===== src/rtl/mem_port_arbiter.sv =====
// mem_port_arbiter: shares one single-port memory between instruction fetch
// and data load/store, with a starvation guard for fetches and a timeout path.
//
// Ports:
//   clock, reset          rising-edge clock, synchronous active-high reset
//   i_if_req/addr/abort   fetch request, PC, squash of pending/in-flight fetch
//   o_if_ack/rdata        fetch completion pulse and instruction word
//   i_dm_req/we/addr/wdata data request (store when we=1)
//   o_dm_ack/rdata        data completion pulse and load data
//   o_mem_req/we/addr/wdata  registered request to the memory, held until ack
//   i_mem_rdata/ack       memory read data and one-cycle completion
//   o_stall_if/stall_mem  combinational pipeline freeze signals
//   o_err                 sticky timeout flag
module mem_port_arbiter #(
    parameter int MAX_DATA_STREAK = 4,
    parameter int TIMEOUT         = 255
) (
    input  logic        clock,
    input  logic        reset,
    input  logic        i_if_req,
    input  logic [31:0] i_if_addr,
    input  logic        i_if_abort,
    output logic        o_if_ack,
    output logic [31:0] o_if_rdata,
    input  logic        i_dm_req,
    input  logic        i_dm_we,
    input  logic [31:0] i_dm_addr,
    input  logic [31:0] i_dm_wdata,
    output logic        o_dm_ack,
    output logic [31:0] o_dm_rdata,
    output logic        o_mem_req,
    output logic        o_mem_we,
    output logic [31:0] o_mem_addr,
    output logic [31:0] o_mem_wdata,
    input  logic [31:0] i_mem_rdata,
    input  logic        i_mem_ack,
    output logic        o_stall_if,
    output logic        o_stall_mem,
    output logic        o_err
);

    localparam int SW = $clog2(MAX_DATA_STREAK + 1);
    localparam int TW = $clog2(TIMEOUT + 1);
    localparam logic [SW-1:0] STREAK_MAX = SW'(MAX_DATA_STREAK);
    localparam logic [TW-1:0] TIMER_LAST = TW'(TIMEOUT - 1);
    localparam logic [31:0]   DEAD_WORD  = 32'hDEADBEEF;

    typedef enum logic [1:0] {
        S_IDLE,
        S_BUSY_I,
        S_BUSY_D,
        S_ACK
    } state_t;

    state_t          r_state;
    logic [SW-1:0]   r_streak;
    logic [TW-1:0]   r_timer;
    logic            r_squash;
    logic            r_mem_req;
    logic            r_mem_we;
    logic [31:0]     r_mem_addr;
    logic [31:0]     r_mem_wdata;
    logic            r_if_ack;
    logic [31:0]     r_if_rdata;
    logic            r_dm_ack;
    logic [31:0]     r_dm_rdata;
    logic            r_err;

    logic            w_if_elig;
    logic            w_pick_if;
    logic            w_pick_dm;
    logic            w_timeout;
    logic            w_squash;

    // A fetch under abort is never eligible; once the data streak is
    // exhausted a waiting fetch overrides data priority.
    assign w_if_elig = i_if_req & ~i_if_abort;
    assign w_pick_if = w_if_elig & (~i_dm_req | (r_streak == STREAK_MAX));
    assign w_pick_dm = i_dm_req & ~w_pick_if;
    assign w_timeout = (r_timer == TIMER_LAST);
    // Abort on the completing cycle squashes the fetch as well.
    assign w_squash  = r_squash | i_if_abort;

    always_ff @(posedge clock) begin
        if (reset) begin
            r_state     <= S_IDLE;
            r_streak    <= '0;
            r_timer     <= '0;
            r_squash    <= 1'b0;
            r_mem_req   <= 1'b0;
            r_mem_we    <= 1'b0;
            r_mem_addr  <= '0;
            r_mem_wdata <= '0;
            r_if_ack    <= 1'b0;
            r_if_rdata  <= '0;
            r_dm_ack    <= 1'b0;
            r_dm_rdata  <= '0;
            r_err       <= 1'b0;
        end else begin
            r_if_ack <= 1'b0;
            r_dm_ack <= 1'b0;
            unique case (r_state)
                S_IDLE: begin
                    r_timer  <= '0;
                    r_squash <= 1'b0;
                    if (w_pick_if) begin
                        r_state     <= S_BUSY_I;
                        r_mem_req   <= 1'b1;
                        r_mem_we    <= 1'b0;
                        r_mem_addr  <= i_if_addr;
                        r_mem_wdata <= '0;
                        r_streak    <= '0;
                    end else if (w_pick_dm) begin
                        r_state     <= S_BUSY_D;
                        r_mem_req   <= 1'b1;
                        r_mem_we    <= i_dm_we;
                        r_mem_addr  <= i_dm_addr;
                        r_mem_wdata <= i_dm_wdata;
                        if (!i_if_req)
                            r_streak <= '0;
                        else if (r_streak != STREAK_MAX)
                            r_streak <= r_streak + 1'b1;
                    end
                end
                S_BUSY_I: begin
                    if (i_if_abort)
                        r_squash <= 1'b1;
                    if (i_mem_ack) begin
                        r_mem_req <= 1'b0;
                        r_state   <= S_ACK;
                        if (!w_squash) begin
                            r_if_ack   <= 1'b1;
                            r_if_rdata <= i_mem_rdata;
                        end
                    end else if (w_timeout) begin
                        r_mem_req <= 1'b0;
                        r_err     <= 1'b1;
                        r_state   <= S_ACK;
                        if (!w_squash) begin
                            r_if_ack   <= 1'b1;
                            r_if_rdata <= DEAD_WORD;
                        end
                    end else begin
                        r_timer <= r_timer + 1'b1;
                    end
                end
                S_BUSY_D: begin
                    if (i_mem_ack) begin
                        r_mem_req <= 1'b0;
                        r_state   <= S_ACK;
                        r_dm_ack  <= 1'b1;
                        if (!r_mem_we)
                            r_dm_rdata <= i_mem_rdata;
                    end else if (w_timeout) begin
                        r_mem_req <= 1'b0;
                        r_err     <= 1'b1;
                        r_state   <= S_ACK;
                        r_dm_ack  <= 1'b1;
                        if (!r_mem_we)
                            r_dm_rdata <= DEAD_WORD;
                    end else begin
                        r_timer <= r_timer + 1'b1;
                    end
                end
                S_ACK: begin
                    r_state <= S_IDLE;
                end
                default: begin
                    r_state <= S_IDLE;
                end
            endcase
        end
    end

    assign o_mem_req   = r_mem_req;
    assign o_mem_we    = r_mem_we;
    assign o_mem_addr  = r_mem_addr;
    assign o_mem_wdata = r_mem_wdata;
    assign o_if_ack    = r_if_ack;
    assign o_if_rdata  = r_if_rdata;
    assign o_dm_ack    = r_dm_ack;
    assign o_dm_rdata  = r_dm_rdata;
    assign o_err       = r_err;

    assign o_stall_if  = i_if_req & ~r_if_ack & ~i_if_abort;
    assign o_stall_mem = i_dm_req & ~r_dm_ack;

endmodule


===== config.mk =====
export PLATFORM = sky130hd
export DESIGN_NAME = mem_port_arbiter
export DESIGN_NICKNAME = d
export VERILOG_FILES = /design/src/rtl/mem_port_arbiter.sv
export SDC_FILE = /design/constraint.sdc
export NUM_CORES = 1
export LEC_CHECK = 0
export CAP_MARGIN = 20
export CELL_PAD_IN_SITES_DETAIL_PLACEMENT = 0
export CELL_PAD_IN_SITES_GLOBAL_PLACEMENT = 1
export CORE_MARGIN = 8
export CORE_UTILIZATION = 31
export CTS_BUF_LIST = sky130_fd_sc_hd__clkbuf_4
export CTS_CLUSTER_SIZE = 12
export DETAILED_ROUTE_END_ITERATION = 10
export GPL_ROUTABILITY_DRIVEN = 0
export PLACE_DENSITY = 0.92
export REMOVE_ABC_BUFFERS = 1
export SYNTH_ARGS = -nofsm -noshare
export SYNTH_HDL_FRONTEND = slang
export SYNTH_SLANG_ARGS = --single-unit

===== constraint.sdc =====
create_clock -name clock -period 1.8 [get_ports clock]
set_input_delay 0.36 -clock clock [delete_from_list [all_inputs] [get_ports clock]]
set_output_delay 0.36 -clock clock [all_outputs]
set_load 0.005 [all_outputs]

# Yosys cells after proc, flatten, opt, wreduce, memory -nomap -nowiden
# Index checks and enable logic that the tools add are counted.
# word_totals
reg_bits,147
latch_bits,0
mem_bits_rw,0
rom_bits,0
input_bits,135
out_inout_bits,135
wordCells,100
mem_count,0
# op_classes
addsub,2
multipliers,0
n_div,0
order_cmp,0
n_eq_ne,12
shifts,0
n_mux,38
n_bitwise,18
reduce_logical,17
# op_table
operator,count
$mux 32,12
$reduce_and 3->1,6
$mux 8,2
$pmux 8 s2,1
$mux 1,12
$mux 3,4
$not 1->1,10
$add 8x1->8 const B,1
$eq 8x8->1 const B,1
$mux 2,4
$reduce_bool 2->1,4
$and 1x1->1,6
$ne 2x2->1 const B,3
$ne 3x1->1 const B,2
$ne 3x3->1 const B,2
$pmux 2 s3,1
$reduce_and 2->1,3
$reduce_or 2->1,3
$eq 2x2->1 const B,2
$pmux 1 s2,2
$add 3x1->3 const B,1
$eq 3x3->1 const B,1
$eq 2x1->1 const B,1
$logic_not 2->1,1
$or 1x1->1,2

# Longest topological paths before layout
# depth
ltp_word,8
mapped_depth,9
mapped_depth_nobuf,6

# Worst setup path before layout
# Ideal clock, no wire load.
# synth_timing
kind,register -> register
startpoint,reg r_state[0]
endpoint,reg r_dm_rdata[10] (netlist: o_dm_rdata[10])
setup_time_ns,0.081
arrival_ns,1.522
t_required_ns,1.719
slack_ns,0.198
stages_incl_launch_ff,8
path_buffers,2
synth_period_minus_slack_ns,1.602
path_cell_list,dfxtp_1 inv_1 ha_1 nor2b_1 clkbuf_1 buf_2 a21oi_2 a211oi_2
# synth_between
elab_chain_len,2
# synth_lines
item,line_no,text
"start, declared",55,state_t r_state;
"start signal, assigned",86,r_state <= S_IDLE;
"start signal, assigned",107,r_state <= S_BUSY_I;
"start signal, assigned",114,r_state <= S_BUSY_D;
$eq 2x2->1,102,unique case (r_state)
$reduce_and 3->1 (no line),-,
"end signal, assigned",153,r_dm_rdata <= i_mem_rdata;
"end, declared",66,logic [31:0] r_dm_rdata;
# Every way passes these cells.
# A chain may end at the register's enable or synchronous reset.

# Worst setup path in the final report
# layout_timing
startpoint,reg r_streak[0]
endpoint,reg r_mem_addr[7] (netlist: o_mem_addr[7])
# layout_between
elab_chain_len,7
word_cells_on_any_way,8
cone_classes,eq/ne (1); mux (1); bitwise (4); reduce/logical (2)
# layout_lines
item,line_no,text
"start, declared",56,logic [SW-1:0] r_streak;
"start signal, assigned",122,r_streak <= r_streak + 1'b1;
$eq 3x3->1 *,78,assign w_pick_if = w_if_elig & (~i_dm_req | (r_streak == STREAK_MAX));
$or 1x1->1 *,78,
$and 1x1->1 *,78,
$not 1->1,79,assign w_pick_dm = i_dm_req & ~w_pick_if;
$and 1x1->1,79,
$reduce_bool 2->1 (no line),-,
$reduce_and 2->1 (no line),-,
"end signal, assigned",110,r_mem_addr <= i_if_addr;
"end signal, assigned",117,r_mem_addr <= i_dm_addr;
"end, declared",61,logic [31:0] r_mem_addr;
# Every way passes the cells marked *; elsewhere a longest branch is shown, timed or not.

==> metrics.yaml <==
yosysWarnings: 0
final_cell_mix: "135 x dlygate4sd2_1, 132 x clkdlybuf4s50_1, 93 x nor2_1"
rsz0062_at_grt: "true"
cts_buffers: 17
cts.clk_slew.worst_paths_ns: 0.14
tightest_slew_ns: 0.588
hold_buffers: 0
pwr_density_cell_mw_per_mm2: 1110
finalPower_mw: 10.8
htreeDepth: 4
synth_edf_count: 0
via_per_inst: 4.86
syn_to_final_growth_pct: 60.1
drt_first_iter_violations: 298
synth.avg_cell_area_um2: 9.44
finalCritPeriodShare: 0.945
clockRootBuffer: "clkbuf_4"
nets: 1073
drc: 0
status: "complete, no violations"
drt.antenna.violating_nets: 0
crit_path_max_incr_delay_ns: 0.36
vdd_ir_drop_max_mv: 0.627
num_vias: 5879
drv_cap: 0
leakagePower_nw: 4.07
arrival_ns: 2.13
overflow: 0
synth-seq-area-share: 0.484
tritoncts: "built"
crit_fanout: 19
ios: 270
timing.setup.tns_ns: 0
synth-seq-cells: 147
synth-async-reset-ratio: 0
period_needed_ns: 1.70
die_w_um: 156
drive_gt1_frac: 0.218
fin_area_mm2: 0.00973
first_pass_iters: 6
worst_clock_skew_ns: 0.0243
core.rowCount: 51
end_kind: "flop"
place_ws_ns: -0.219
cp_slowest_cell: "dfxtp_1"
final_core_util: 0.503
core_mm2: 0.0193
synthFlopType: "dfxtp_1"
synth_cells: 644
grt_max_degree: 61
synth_area_mm2: 0.00608
cts_buffer_depth: 2
track_usage: 0.164
cp.required_ns: 2.22
finalHoldViolCount: 0
critPathBufInv: 2
layout_commonest_cell: "dlygate4sd2_1"
start_util: 0.314
drv_slew: 0
grt_pass1_vias: 5768
grt_pass1_wl_um: 31600
avgRoutedWirePerCell_um: 17.6
setup_violations: 0
dieHeight_um: 156
path_cells: "inv_1 -> ha_1 -> nand2_1 -> a21oi_4 -> buf_12 -> mux2i_1 -> a211oi_1"
dp_hpwl_um: 15400
cp_top_family: "flip-flops"
ys_types: 51
worst_hold_path_type: "input pin to flop"
clock_sinks: 147
dieArea_mm2: 0.0243
io_buffers: 269
nFillCells: 1836
placed_cell_area_mm2: 0.00937
wl_um: 21300
crit_type: "flop to flop"
start_kind: "flop"
antenna_found_initial: 1
slew_headroom: 0.608
clk_latency_ns: 0.54
fmax_mhz: 588
setup_ws_ns: 0.0990
==> worst reg2reg max path, stage by stage (launching register included) <==
cell and delay [ns]:
dfxtp_1 0.36, inv_1 0.08, ha_1 0.17, nand2_1 0.14
a21oi_4 0.24, buf_12 0.22, mux2i_1 0.27, a211oi_1 0.11
==> cell type report <==
cell class / instances / area, um^2 / area share
antenna: 1 / 2.50 / 0.000257
clock buffer: 17 / 128 / 0.0131
clock inverter: 15 / 145 / 0.0149
inverter: 11 / 41.3 / 0.00424
multi-input combinational: 430 / 2900 / 0.298
sequential: 147 / 3040 / 0.312
tap: 265 / 332 / 0.0341
timing repair buffer: 323 / 3140 / 0.323
==> flip-flops by register name, indices dropped and copies added (netlist names) <==
register     cells
o_dm_ack         1
o_dm_rdata      32
o_err            1
o_if_ack         1
o_if_rdata      32
o_mem_addr      32
o_mem_req        1
o_mem_wdata     32
o_mem_we         1
r_squash         1
r_state          2
r_streak         3
r_timer          8
==> path summary, 6_finish.rpt <==
path	slack, ns	end	depth (start not counted)	startpoint
worst max-delay path	0.1	o_mem_addr[7]	7	r_streak[0]
worst min-delay path	0.33	o_if_rdata[22]	2	reset
worst max register to register	0.1	o_mem_addr[7]	7	r_streak[0]
worst min register to register	0.47	o_if_rdata[11]	1	o_if_rdata[11]
==> what timing repair did <==
action	4_1_cts	5_1_grt
gates resized for setup	205	14
hold endpoints to repair	0	0
gates cloned	0	3
setup endpoints to repair	135	66
pin swaps	0	2
buffers inserted	1	1
==> synthesized netlist by cell type (2+ instances only) <==
cell type,number,area share
a21oi_2,11,0.016
nor3_1,2,0.0016
clkbuf_1,25,0.015
ha_1,8,0.016
o21a_1,24,0.030
dfxtp_1,147,0.48
a211oi_2,15,0.031
a22oi_1,33,0.041
o21ai_1,11,0.0091
inv_1,9,0.0056
nand3_1,22,0.018
o21ai_0,10,0.0082
nand2b_1,3,0.0031
nor2_1,93,0.057
a21oi_1,62,0.051
or3_1,3,0.0031
o211ai_1,4,0.0049
buf_8,2,0.0049
nor2b_1,2,0.0021
nand2_1,14,0.0086
a211oi_1,44,0.054
nor3b_1,3,0.0037
buf_2,18,0.015
or4_1,3,0.0037
buf_4,4,0.0049
buf_1,4,0.0025
mux2i_1,33,0.054
buf_6,3,0.0056
a31oi_1,10,0.010
==> cells by family (layout without fill, tap and decap cells) <==
kind of cell	Yosys count	count (layout)	share of synthesized area
flip-flops	147	147	0.484
adder cells (fa/ha/maj)	8	8	0.0165
other	0	1	0
AND/OR/NAND/NOR	158	158	0.121
multiplexers	33	33	0.0544
AO/OA/AOI/OAI	231	231	0.268
buffers and inverters	67	366	0.0550
==> through the flow <==
| stage | cells | hold WS (ns) |
|---|---|---|
| 2_1_floorplan | 588 | 0.425 |
| 3_3_place_gp | 1171 | 0.446 |
| 3_5_place_dp | 1171 | 0.452 |
| 4_1_cts | 1204 | 0.269 |
| 5_1_grt | 1209 | 0.295 |
| 6_report | 1209 | 0.329 |
==> per-layer routing <==
metal / GRT usage / up-vias / part of all wire
li1: - / 2914 / -
met1: 0.188 / 2783 / 0.41
met3: 0.0488 / 20 / 0.065
met2: 0.285 / 162 / 0.51
met4: 0.0522 / 0 / 0.014
met5: 0 / - / 0
==> power by group <==
group	leakage (nW)	total, mW	internal, mW	switching [mW]
sequential	1.23	4.29	3.96	0.327
clock	0.147	2.05	0.723	1.32
combinational	2.69	4.47	2.19	2.28
total	4.07	10.8	6.88	3.92
(Power assumes the default switching activity.)
